--- src/rtl/smpl_tx_sched.sv ---
// smpl_tx_sched: streams the enabled byte groups of one sample word, lowest group first, to a byte transmitter
module smpl_tx_sched #(
  parameter int SMPL_WIDTH = 32,
  parameter int NUM_GRP = SMPL_WIDTH / 8
) (
  input  logic                  clk_i,
  input  logic                  rst_in,
  input  logic [NUM_GRP-1:0]    grp_en_i,
  input  logic                  abort_i,
  input  logic                  stb_i,
  input  logic [SMPL_WIDTH-1:0] smpl_i,
  output logic                  rdy_o,
  input  logic                  tx_rdy_i,
  output logic                  tx_stb_o,
  output logic [7:0]            tx_o,
  output logic                  busy_o
);
  localparam int SW = NUM_GRP > 1 ? $clog2(NUM_GRP) : 1;
  typedef enum logic [1:0] {IDLE, SEND, STB, ACK} state_t;
  state_t                state;
  logic [SMPL_WIDTH-1:0] word_q;
  logic [NUM_GRP-1:0]    pend_q;
  logic [SW-1:0]         sel;
  always_comb begin
    sel = '0;
    for (int i = NUM_GRP - 1; i >= 0; i--)
      if (pend_q[i]) sel = SW'(i);
  end
  assign rdy_o    = state == IDLE;
  assign busy_o   = ~rdy_o;
  assign tx_stb_o = state == STB && !abort_i;
  // ACK waits for the transmitter to drop ready so a stale ready never re-sends
  always_ff @(posedge clk_i)
    if (!rst_in) begin
      state  <= IDLE;
      word_q <= '0;
      pend_q <= '0;
      tx_o   <= '0;
    end else if (abort_i) begin
      state  <= IDLE;
      pend_q <= '0;
    end else
      case (state)
        IDLE: if (stb_i) begin
          word_q <= smpl_i;
          pend_q <= grp_en_i;
          if (|grp_en_i) state <= SEND;
        end
        SEND: if (tx_rdy_i) begin
          tx_o  <= word_q[8*sel +: 8];
          state <= STB;
        end
        STB: begin
          pend_q[sel] <= 1'b0;
          state       <= ACK;
        end
        ACK: if (!tx_rdy_i) state <= |pend_q ? SEND : IDLE;
      endcase
endmodule

--- config.mk ---
export PLATFORM = sky130hd
export DESIGN_NAME = smpl_tx_sched
export DESIGN_NICKNAME = d
export VERILOG_FILES = /design/src/rtl/smpl_tx_sched.sv
export SDC_FILE = /design/constraint.sdc
export NUM_CORES = 1
export LEC_CHECK = 0
export ABC_AREA = 1
export CORE_ASPECT_RATIO = 1.25
export CORE_MARGIN = 2
export CORE_UTILIZATION = 41
export CTS_BUF_LIST = sky130_fd_sc_hd__clkbuf_16
export CTS_CLUSTER_SIZE = 25
export DETAILED_ROUTE_END_ITERATION = 10
export HOLD_SLACK_MARGIN = 0.05
export PLACE_DENSITY = 0.78
export SYNTH_ARGS = -nofsm -noshare
export SYNTH_HDL_FRONTEND = slang
export SYNTH_SLANG_ARGS = --single-unit
--- constraint.sdc ---
create_clock -name clk_i -period 1.8 [get_ports clk_i]
set_clock_uncertainty 0.05 [all_clocks]
set_input_delay 0.18 -clock clk_i [delete_from_list [all_inputs] [get_ports clk_i]]
set_output_delay 0.18 -clock clk_i [all_outputs]
set_load 0.03 [all_outputs]
==> metrics.yaml <==
outcome:
  status: "complete, no violations"
flow_run:
  max-cap-violations: 0
clocking:
  cts.sinks: 46
  cts_tree: "built"
  clockBufferDepth: 2
  cts_made_buffers: 5
  cts_max_level: 2
  cts.clk_slew.worst_paths_ps: 60
  insertion_delay_ps: 290
  hold_buffers: 0
  cts_root_buffer: "clkbuf_16"
critical_path:
  rrSetupSlack_ps: 240
  r2r_cells: 8
  path_depth: 4
  slowest_delay_ps: 370
  arrival_ps: 1450
  worst_ep_required_time_ps: 1570
  cp-start-kind: "register"
  cpMostUsedCell: "inv_1"
  critPathSlowestCell: "dfxtp_1"
  crit_buf_inv: 3
  crit_type: "reg2out"
  cp_top_family: "buffers and inverters"
  path_cells: "inv_1 > ha_1 > inv_1 > clkdlybuf4s15_1"
  cp-end-kind: "primary output"
  cp_max_fo: 5
worst_hold_path:
  hold_path.class: "reg2reg"
  hold_depth: 2
floorplan:
  dieArea_mm2: 0.00575
  die_h_um: 84.3
  num_rows: 29
  initial_core_util: 0.422
  die_w_um: 68.2
  core-area_mm2: 0.00501
  boundaryPins: 52
sta:
  setup_tns_ps: 0
  fmaxAchievable_ghz: 0.596
  tightest_slew_ps: 589
  rsz0062_at_grt: "no"
  hold_violations: 0
  fin_ws_ps: 123
  slew_headroom: 0.605
  period_share: 0.932
  final-setup-viol-count: 0
  fin_crit_ps: 1680
  fin_hold_ws_ps: 408
  slew_violations: 0
synth:
  synth-seq-cells: 46
  seq_area_frac_synth: 0.436
  synth-compound-area-share: 0.202
  syn-num-nets: 338
  synth_top_family_by_area: "simple AND/OR/NAND/NOR gates"
  synthAdderAreaFrac: 0.0237
  yosys_warnings: 0
  muxShareOfSynthArea: 0
  ys_types: 18
  syn-instance-count: 293
  synth.avg_cell_area_um2: 7.21
  synth_area_mm2: 0.00211
  synth_xor_area_frac: 0
  synth_simple_gate_area_frac: 0.249
grt:
  grt_pass1_wl_mm: 8.30
  grt_usage: 0.189
  grt-ovfl-total: 0
  grt_max_degree: 41
  antenna_found_initial: 0
  grt_pass1_vias: 1877
power:
  ir_drop_v: 0.000480
  p_leak_nw: 1.16
  p_per_area_mw_per_mm2: 923
finish:
  fillers: 483
  drive_gt1_frac: 0.0951
  nets: 391
  syn_to_final_growth_pct: 36.0
  num_antenna_cells: 0
place:
  io_buffers: 51
  place_worst_setup_slack_ps: 115
  dp_hpwl_mm: 3.59
  gp_congestion: 0.844
detailed_routing:
  wl_mm: 4.90
  firstDrtPassIters: 4
  post-route-drc-count: 0
  via_per_inst: 4.91
  vias: 2010
  avgRoutedWirePerCell_um: 12.0
  drt-initial-drc-count: 148
  ant_nets: 0
-- state kept, by name, summed over array words and instances, names as in the netlist --
name,cells
word_q,32
state,2
tx_o,8
pend_q,4
-- area by class of cell --
cell class | instances | area [um^2] | share of cell area
multi-input cells | 203 | 1000 | 0.349
flip-flops and latches | 46 | 921 | 0.320
repair buffers | 59 | 567 | 0.197
clock buffers | 5 | 125 | 0.0435
inverters | 31 | 116 | 0.0405
well taps | 62 | 77.6 | 0.0270
clock inverters | 3 | 63.8 | 0.0222
-- routing by layer --
| metal | vias to the layer above | global-route usage | wire [um] |
|---|---|---|---|
| met4 | 0 | 0.0927 | 164 |
| li1 | 1058 | - | - |
| met2 | 59 | 0.298 | 2310 |
| met5 | - | 0 | 0 |
| met1 | 879 | 0.238 | 2170 |
| met3 | 14 | 0.0402 | 254 |
-- final timing paths --
| kind | to | start |
|---|---|---|
| worst min-delay path | word_q[1] | word_q[1] |
| worst max-delay path | busy_o | state[1] |
| worst min register to register | word_q[1] | word_q[1] |
| worst max register to register | word_q[28] | state[1] |
-- cell usage after synthesis, drive strengths merged --
cell type / n / share of area
ha: 4 / 0.024
clkbuf: 4 / 0.0071
buf: 9 / 0.027
nand3: 22 / 0.052
inv: 31 / 0.055
dfxtp: 46 / 0.44
o21ai: 47 / 0.11
nor2: 56 / 0.10
nand3b: 7 / 0.025
a21oi: 31 / 0.091
nand2: 36 / 0.067
-- power breakdown --
part	switching, mW	total [mW]	leakage (nW)	internal (mW)
sequential	0.0260	1.11	0.377	1.08
combinational	0.206	0.383	0.693	0.177
clock	0.372	1.16	0.0915	0.790
total	0.604	2.65	1.16	2.05
-- timing repair --
action	in CTS	in global routing
endpoints found under the setup margin	2	1
buffers inserted	0	0
gates resized for setup	2	1
-- worst register-to-register path: stages, from the launching register on --
cell and delay (ps):
dfxtp_1 330, inv_1 110, ha_1 240, nand2_2 100, nor2_4 100, inv_2 50, buf_4 210, o21ai_1 220
a21oi_2 40
-- cell usage in the layout, fill, tap and decap left out --
cell type and n:
bufinv_16 2, nand2_1 33, a21oi_2 10, nand3_1 22
buf_4 9, clkdlybuf4s50_1 48, nand3b_1 7, dfxtp_1 46
inv_2 2, a21oi_1 21, dlygate4sd2_1 1, nand2_2 3
clkbuf_16 5, inv_1 29, clkinv_1 1, nor2_2 1
o21ai_1 20, ha_1 4, nor2_4 1, o21ai_0 27
nor2_1 54, clkdlybuf4s15_1 1
-- kinds of logic after synthesis --
family	Yosys count
AO/OA/AOI/OAI	78
buffers and inverters	44
adder cells (fa/ha/maj)	4
AND/OR/NAND/NOR	121
flip-flops	46
-- stage by stage --
step / area [um^2] / instances / util / power [mW]
floorplan: 2110 / 293 / - / 1.35
global placement: 2690 / 401 / 0.536 / 1.51
detailed placement: 2690 / 401 / 0.536 / 1.51
CTS: 2870 / 409 / 0.574 / 2.68
global route: 2870 / 409 / 0.574 / 2.78
finish: 2870 / 409 / 0.574 / 2.65
Power figures use the tool's default switching activity.
